[src/rtl/params_proc.sv]
// params_proc: widths, opcodes, field positions and state encodings shared by the processor pipeline stages.
package params_proc;
  localparam int INSTR_WIDTH = 32;
  localparam int PC_WIDTH = 16;
  localparam logic [5:0] OP_JMP = 6'h02;
  localparam logic [5:0] OP_BRA = 6'h03;
  localparam int OP_LSB = 26;
  localparam int RD_LSB = 21;
  localparam int RS_LSB = 16;
  localparam int RT_LSB = 11;
  localparam int IMM_LSB = 0;
  localparam logic [0:0] ST_RUN = 1'b0;
  localparam logic [0:0] ST_SQUASH = 1'b1;
  typedef struct packed {
    logic [5:0] opcode;
    logic [4:0] rd;
    logic [4:0] rs;
    logic [4:0] rt;
    logic [15:0] imm;
  } fields_t;
  function automatic logic [PC_WIDTH-1:0] sext_imm(input logic [15:0] imm);
    return PC_WIDTH'(signed'(imm));
  endfunction
endpackage

[src/rtl/pipeline2_fields.sv]
// pipeline2_fields: combinational field split, control-flow detection and redirect target.
// PIPELINE2_REL_BRANCH_EN enables PC-relative BRA; otherwise opcode 6'h03 is an ordinary instruction.
module pipeline2_fields
  import params_proc::*;
(
  input  logic [INSTR_WIDTH-1:0] instr,
`ifdef PIPELINE2_REL_BRANCH_EN
  input  logic [PC_WIDTH-1:0]    pc_f,
`endif
  output fields_t                f,
  output logic                   is_jump,
  output logic                   is_branch,
  output logic [PC_WIDTH-1:0]    target
);
  always_comb begin
    f.opcode = instr[OP_LSB +: 6];
    f.rd = instr[RD_LSB +: 5];
    f.rs = instr[RS_LSB +: 5];
    f.rt = instr[RT_LSB +: 5];
    f.imm = instr[IMM_LSB +: 16];
  end
  assign is_jump = f.opcode == OP_JMP;
`ifdef PIPELINE2_REL_BRANCH_EN
  assign is_branch = f.opcode == OP_BRA;
  assign target = is_branch ? pc_f + PC_WIDTH'(1) + sext_imm(f.imm) : instr[PC_WIDTH-1:0];
`else
  assign is_branch = 1'b0;
  assign target = instr[PC_WIDTH-1:0];
`endif
endmodule

[src/rtl/pipeline2.sv]
// pipeline2: decode stage; splits fetch instructions, resolves JMP/BRA and replays refused instructions via pc_chg/pc_in.
// PIPELINE2_REL_BRANCH_EN enables PC-relative BRA redirects.
module pipeline2
  import params_proc::*;
(
  input  logic                   clk_in,
  input  logic                   RST,
  input  logic [INSTR_WIDTH-1:0] instr,
  input  logic [PC_WIDTH-1:0]    pc_f,
  input  logic                   done,
  input  logic                   stall_in,
  output logic                   pc_chg,
  output logic [PC_WIDTH-1:0]    pc_in,
  output logic                   valid_out,
  output logic [5:0]             opcode,
  output logic [4:0]             rd,
  output logic [4:0]             rs,
  output logic [4:0]             rt,
  output logic [15:0]            imm,
  output logic [PC_WIDTH-1:0]    pc_out
);
  logic [0:0] state;
  logic [PC_WIDTH-1:0] exp_pc;
  fields_t dec, f_q;
  logic is_jump, is_branch;
  logic [PC_WIDTH-1:0] target;
  logic can_take, on_path, take, replay, redir;
  pipeline2_fields u_fields (
    .instr(instr),
`ifdef PIPELINE2_REL_BRANCH_EN
    .pc_f(pc_f),
`endif
    .f(dec),
    .is_jump(is_jump),
    .is_branch(is_branch),
    .target(target)
  );
  assign can_take = !valid_out || !stall_in;
  // In SQUASH only the awaited PC is on the correct path; everything else is wrong-path.
  assign on_path = done && (state == ST_RUN || pc_f == exp_pc);
  assign take = on_path && can_take;
  assign replay = on_path && !can_take;
  assign redir = take && (is_jump || is_branch);
  always_ff @(posedge clk_in or negedge RST) begin
    if (!RST) begin
      state <= ST_RUN;
      exp_pc <= '0;
      pc_chg <= 1'b0;
      pc_in <= '0;
      valid_out <= 1'b0;
      f_q <= '0;
      pc_out <= '0;
    end else begin
      pc_chg <= redir || replay;
      if (redir || replay) begin
        pc_in <= redir ? target : pc_f;
        exp_pc <= redir ? target : pc_f;
        state <= ST_SQUASH;
      end else if (take) state <= ST_RUN;
      if (take) begin
        f_q <= dec;
        pc_out <= pc_f;
        valid_out <= 1'b1;
      end else if (!stall_in) valid_out <= 1'b0;
    end
  end
  assign opcode = f_q.opcode;
  assign rd = f_q.rd;
  assign rs = f_q.rs;
  assign rt = f_q.rt;
  assign imm = f_q.imm;
endmodule
[config.mk]
export PLATFORM = sky130hd
export DESIGN_NAME = pipeline2
export DESIGN_NICKNAME = d
export VERILOG_FILES = /design/src/rtl/params_proc.sv /design/src/rtl/pipeline2_fields.sv /design/src/rtl/pipeline2.sv
export SDC_FILE = /design/constraint.sdc
export NUM_CORES = 1
export LEC_CHECK = 0
export ABC_CLOCK_PERIOD_IN_PS = 2000
export CORE_MARGIN = 10
export CORE_UTILIZATION = 38
export CTS_CLUSTER_DIAMETER = 80
export CTS_CLUSTER_SIZE = 8
export DETAILED_ROUTE_END_ITERATION = 12
export PLACE_DENSITY = 0.78
export SLEW_MARGIN = 5
export SYNTH_ARGS = -nofsm -noshare
export SYNTH_HDL_FRONTEND = slang
export SYNTH_SLANG_ARGS = --single-unit
[constraint.sdc]
create_clock -name clk_in -period 2 [get_ports clk_in]
set_input_delay 0.3 -clock clk_in [delete_from_list [all_inputs] [get_ports clk_in]]
set_output_delay 0.3 -clock clk_in [all_outputs]
set_load 0.01 [all_outputs]
==> results of run 1 <==
[synth_stat cells]
library cell / n
or2_2: 1
mux2_1: 20
clkbuf_1: 8
nand2b_1: 1
and2_1: 1
inv_1: 1
mux2_2: 28
a211o_1: 1
buf_4: 6
nand3b_1: 1
buf_6: 2
nor4_1: 5
xor2_1: 16
a21oi_1: 2
nand4_1: 1
dfrtp_1: 67
nand2_1: 1
a21boi_2: 1
or3_1: 16
a2bb2oi_1: 16
o21ai_0: 17
[metrics by stage]
stage,setup WS (ns),hold WS (ns),power [W]
after global placement,-0.475,0.338,0.00559
after global routing,-0.184,0.321,0.00709
after CTS,-0.108,0.403,0.00676
final,-0.116,0.300,0.00670
after floorplan,-0.0407,0.00441,0.00362
after detailed placement,-0.576,0.340,0.00567
[logic make-up after synthesis]
group | share of synthesized area (%)
flip-flops | 58.2
multiplexers | 18.8
buffers and inverters | 3.52
AND/OR/NAND/NOR | 5.82
AO/OA/AOI/OAI | 8.86
XOR/XNOR | 4.86
[critical path, delay by kind of cell, from the launching register on]
| family | cells | cell delay, ns |
|---|---|---|
| AO/OA/AOI/OAI | 1 | 0.40 |
| multiplexers | 1 | 0.32 |
| AND/OR/NAND/NOR | 2 | 0.39 |
| flip-flops | 1 | 0.40 |
| buffers and inverters | 2 | 0.34 |
| XOR/XNOR | 1 | 0.15 |
[power by group through the flow]
stage	sequential [W]	combinational, W	clock (W)
final	0.00241	0.00332	0.000964
after global routing	0.00250	0.00353	0.00105
after CTS	0.00242	0.00336	0.000986
after detailed placement	0.00244	0.00323	0
after global placement	0.00239	0.00320	0
after floorplan	0.00276	0.000858	0
[path summary, 6_finish.rpt]
kind,startpoint,to,slack [ns],cells after the start
max in group asynchronous,RST,imm[4]$_DFFE_PN0P_,0.87,3
min in group asynchronous,RST,imm[8]$_DFFE_PN0P_,0.51,2
setup reg to reg,exp_pc[0]$_DFFE_PN0P_,rd[2]$_DFFE_PN0P_,-0.12,7
setup / recovery,exp_pc[0]$_DFFE_PN0P_,rd[2]$_DFFE_PN0P_,-0.12,7
hold / removal,pc_f[9],pc_out[9]$_DFFE_PN0P_,0.30,2
hold reg to reg,rd[1]$_DFFE_PN0P_,rd[1]$_DFFE_PN0P_,0.49,1
[sequential cells by signal, summed over array words and instances, names as in the netlist]
register   flops
exp_pc        16
imm           11
opcode         6
pc_chg         1
pc_out        16
rd             5
rs             5
rt             5
state          1
valid_out      1
[metal layers]
metal	vias up	routed length (um)
met3	7	841
met1	1179	3660
met5	-	0
met2	77	4230
met4	0	89
li1	1080	-
[final cells by class]
cell class	count	share of cell area [%]
multi-input cells	128	25.0
clock inverters	3	0.317
clock buffers	12	3.07
flip-flops and latches	67	35.4
inverters	1	0.0793
repair buffers	160	33.5
well taps	99	2.62
[repair_timing]
item,in CTS,in global routing
pin swaps,1,2
hold endpoints to repair,23,0
hold buffers,1,0
endpoints found under the setup margin,59,65
resized for setup,21,2
setup buffers,2,2
gates cloned,2,0
==> impl_metrics.json, run 1 <==
{
  "yosysSeqAreaShare_pct": 58.2,
  "h-tree-depth": 3,
  "final_area_um2": 4730,
  "grt_pass1_wl_mm": 14.1,
  "cts_tree": "yes",
  "synth_area_leaders": "dfrtp_1 58%, mux2_2 11%, mux2_1 7.8%",
  "final_common_cell": "clkdlybuf4s50_1",
  "grt_max_degree": 32,
  "drive_above_1_share_pct": 25.3,
  "wl_per_cell_um": 18.8,
  "yosysWarnings": 0,
  "hpwl_mm": 6.51,
  "fin_skew_ns": 0.00739,
  "setup-violations-final": 48,
  "tns_ns": -4.11,
  "syn_inst": 212,
  "seqCellArea_um2": 1680,
  "violations": "setup timing",
  "required_ns": 2.21,
  "worst_slack_ns": -0.116,
  "crit_type": "reg2reg",
  "grt_pass1_vias": 2600,
  "worstSetupStartpointType": "flop",
  "seqPwrFrac_pct": 36.0,
  "final_cell_mix": "115 x clkdlybuf4s50_1, 67 x dfrtp_1, 30 x buf_4",
  "power_density_nw_per_um2": 1410,
  "critPathSlowestCell": "dfrtp_1",
  "period_needed_ns": 2.12,
  "max_freq_ghz": 0.473,
  "max_slew_margin_pct": 59.1,
  "hold_viol": 0,
  "place.port_buffers": 122,
  "ys_types": 21,
  "fin_nets": 419,
  "placedCellCount": 449,
  "grt_antenna_before_repair": 0,
  "fillers": 571,
  "worst_pin_slew_ns": 0.613,
  "cts.sinks": 67,
  "dr.pass1.iters": 4,
  "wirelength_mm": 8.82,
  "placed_area_um2": 4410,
  "synth_top_area_share_pct": 58.2,
  "crit_path_cell_trace": "xor2_1, nor4_1, buf_4, nand4_1, a211o_2, buf_12, mux2_1",
  "synth_seq_cells": 67,
  "cp.arrival_ns": 2.33,
  "synth_area_per_cell_um2": 13.6,
  "die_h_um": 107,
  "max_stage_delay_ns": 0.40,
  "swShare_pct": 31.5,
  "num_rows": 31,
  "syn_to_final_growth_pct": 64.3,
  "yosys.area.top_type": "dfrtp_1",
  "viasPerCell": 4.99,
  "leakage_nw": 1.98,
  "run_status": "finished with violations",
  "busiest_layer": "met2",
  "die_area_um2": 11500,
  "grt.overflow.total": 0,
  "multi_input_area_um2": 1180,
  "met2_usage_pct": 25.3,
  "die_x_um": 107,
  "cp-end-kind": "flop",
  "vdd_drop_max_mv": 0.688,
  "boundaryPins": 123,
  "ant_nets": 0,
  "hold_class": "in2reg",
  "maxCapViolCount": 0,
  "root_buffer": "clkbuf_8",
  "dr.first_iter.drc_count": 66,
  "p_int_w": 0.00459,
  "final_core_util_pct": 64.6,
  "start_util_pct": 39.3,
  "clkPwrFrac_pct": 14.4,
  "path_clk_slew_ns": 0.07,
  "antenna_cells": 0,
  "cts_buffers": 9,
  "cp_max_fo": 19,
  "globalplace.congestion": 0.736,
  "core-area_um2": 7330,
  "layout.cells.non_filler": 470,
  "period_share_pct": 106,
  "clockBufferDepth": 2,
  "rsz0062_at_grt": "true",
  "worstSkewPairLatency_ns": 0.34,
  "syn-cell-area_um2": 2880,
  "p_switching_w": 0.00211,
  "combPwrFrac_pct": 49.6,
  "global_route.usage.met1_pct": 17.7,
  "use_met3_pct": 6.41,
  "gr-usage-all-layers_pct": 15.5,
  "drv_slew": 0,
  "drc_errors": 0,
  "syn-num-nets": 264,
  "vias": 2343
}
No activity file was read; power rests on OpenSTA's default activity.
==> inputs of run 2 (changes only) <==
CORE_MARGIN = 1.5   (was 10)
CTS_CLUSTER_SIZE = 30   (was 8)
==> impl_metrics.json, run 2 (same netlist as run 1, synthesis figures left out) <==
{
  "run_status": "finished with violations",
  "violations": "hold timing, setup timing",
  "r2r_slack_ns": -0.1,
  "drv_slew": 0,
  "hold-worst-slack_ns": -0.00639,
  "multi_input_area_um2": 1160,
  "fin_skew_ns": 0.00498,
  "grt.overflow.total": 0,
  "ctsHoldBuffers": 0,
  "required_ns": 2.23,
  "final_cell_mix": "114 x clkdlybuf4s50_1, 67 x dfrtp_1, 28 x mux2_2, 28 x buf_4, 17 x o21ai_0",
  "max_slew_margin_pct": 55.6,
  "place.port_buffers": 122,
  "r2r_start": "exp_pc[0]$_DFFE_PN0P_",
  "root_buffer": "clkbuf_8",
  "r2r_end": "opcode[1]$_DFFE_PN0P_",
  "power.total_w": 0.00682,
  "crit_type": "reg2reg",
  "grt_antenna_before_repair": 0,
  "die_h_um": 90.1,
  "rsz0062_at_grt": "true",
  "die_area_um2": 8110,
  "drive_above_1_share_pct": 23.9,
  "fin_nets": 411,
  "ant_nets": 0,
  "power_density_nw_per_um2": 1470,
  "vdd_drop_max_mv": 0.729,
  "final_area_um2": 4650,
  "wl_per_cell_um": 16.3,
  "antenna_cells": 0,
  "wirelength_mm": 7.56,
  "final_common_cell": "clkdlybuf4s50_1",
  "reg2reg_depth": 6,
  "viasPerCell": 4.90,
  "drc_errors": 0,
  "hold_viol": 9,
  "core-area_um2": 7290,
  "placed_area_um2": 4390,
  "cp.arrival_ns": 2.33,
  "boundaryPins": 123,
  "cp_max_fo": 23,
  "grt_pass1_wl_mm": 12.3,
  "path_clk_slew_ns": 0.07,
  "placedCellCount": 447,
  "cts_tree": "yes",
  "syn_to_final_growth_pct": 61.4,
  "period_share_pct": 105,
  "cp-end-kind": "flop",
  "grt_pass1_vias": 2415,
  "leakage_nw": 1.97,
  "dr.first_iter.drc_count": 64,
  "vias": 2269,
  "worstSkewPairLatency_ns": 0.34,
  "seqCellArea_um2": 1680,
  "hpwl_mm": 5.58,
  "maxCapViolCount": 0,
  "fillers": 622,
  "period_needed_ns": 2.10,
  "clockBufferDepth": 2,
  "h-tree-depth": 3,
  "num_rows": 31,
  "max_freq_ghz": 0.477,
  "layout.cells.non_filler": 463,
  "setup-violations-final": 48,
  "cts_buffers": 9,
  "globalplace.congestion": 0.722,
  "tns_ns": -2.70,
  "worst_pin_slew_ns": 0.665,
  "grt_max_degree": 55,
  "gr-usage-all-layers_pct": 19.4,
  "hold_class": "in2async",
  "die_x_um": 90.1,
  "worst_slack_ns": -0.0971,
  "worstSetupStartpointType": "flop",
  "start_util_pct": 39.5,
  "cts.sinks": 67,
  "dr.pass1.iters": 4
}
==> run 2: cell types whose count changed in the layout (fill, tap and decap cells not counted), sizes merged, moves of 2 or more <==
cell	before	now
buf	38	31
bufinv	0	2
clkbuf	12	10
dlygate4sd2	5	7
==> run 2: power by group <==
group	internal [W]	switching, W	leakage [nW]
sequential	0.00203	0.000395	0.783
clock	0.000693	0.000493	0.110
combinational	0.00207	0.00115	1.07
total	0.00479	0.00204	1.97
==> run 2: what timing repair did <==
| action | 4_1_cts | 5_1_grt |
|---|---|---|
| resized for setup | 11 | 7 |
| setup buffers | 0 | 0 |
| endpoints found under the setup margin | 48 | 50 |
==> run 2: how the worst max path moves through the flow <==
| stage | cells after the start | slack [ns] | start | end |
|---|---|---|---|---|
| 6_report | 6 | -0.1 | exp_pc[0]$_DFFE_PN0P_ | opcode[1]$_DFFE_PN0P_ |
| 5_1_grt | 6 | -0.18 | exp_pc[0]$_DFFE_PN0P_ | rd[2]$_DFFE_PN0P_ |
| 4_1_cts | 6 | -0.07 | exp_pc[0]$_DFFE_PN0P_ | rd[0]$_DFFE_PN0P_ |
| 3_5_place_dp | 7 | -0.55 | pc_f[7] | rt[0]$_DFFE_PN0P_ |
| 3_3_place_gp | 7 | -0.48 | pc_f[7] | opcode[3]$_DFFE_PN0P_ |
| 2_1_floorplan | 7 | -0.04 | exp_pc[3]$_DFFE_PN0P_ | rt[0]$_DFFE_PN0P_ |
==> run 2: cell type report <==
class / instances / share of cell area (%)
flip-flops and latches: 67 / 36.1
multi-input cells: 128 / 25.1
clock buffers: 10 / 2.74
inverters: 1 / 0.0807
clock inverters: 6 / 1.72
repair buffers: 152 / 31.7
well taps: 99 / 2.66
==> run 2: metrics by stage <==
stage,util (%),hold WS [ns],setup WS [ns]
floorplan,-,0.00441,-0.0407
global placement,60.3,0.384,-0.476
detailed placement,60.3,0.387,-0.551
CTS,63.3,0.00867,-0.0726
global route,63.8,0.0526,-0.179
finish,63.8,-0.00639,-0.0971
==> run 2: worst max-delay path: stages (launching register included) <==
cell	delay [ns]
dfrtp_1	0.39
xor2_1	0.16
nor4_2	0.35
nand4_1	0.19
a211o_4	0.39
buf_12	0.17
mux2_1	0.32
==> run 2: layer usage <==
layer	wire length (um)	vias up	track usage (%)
li1	-	1059	-
met1	3290	1117	24.4
met2	3610	81	31.3
met3	520	12	5.41
met4	137	0	8.73
met5	0	-	0
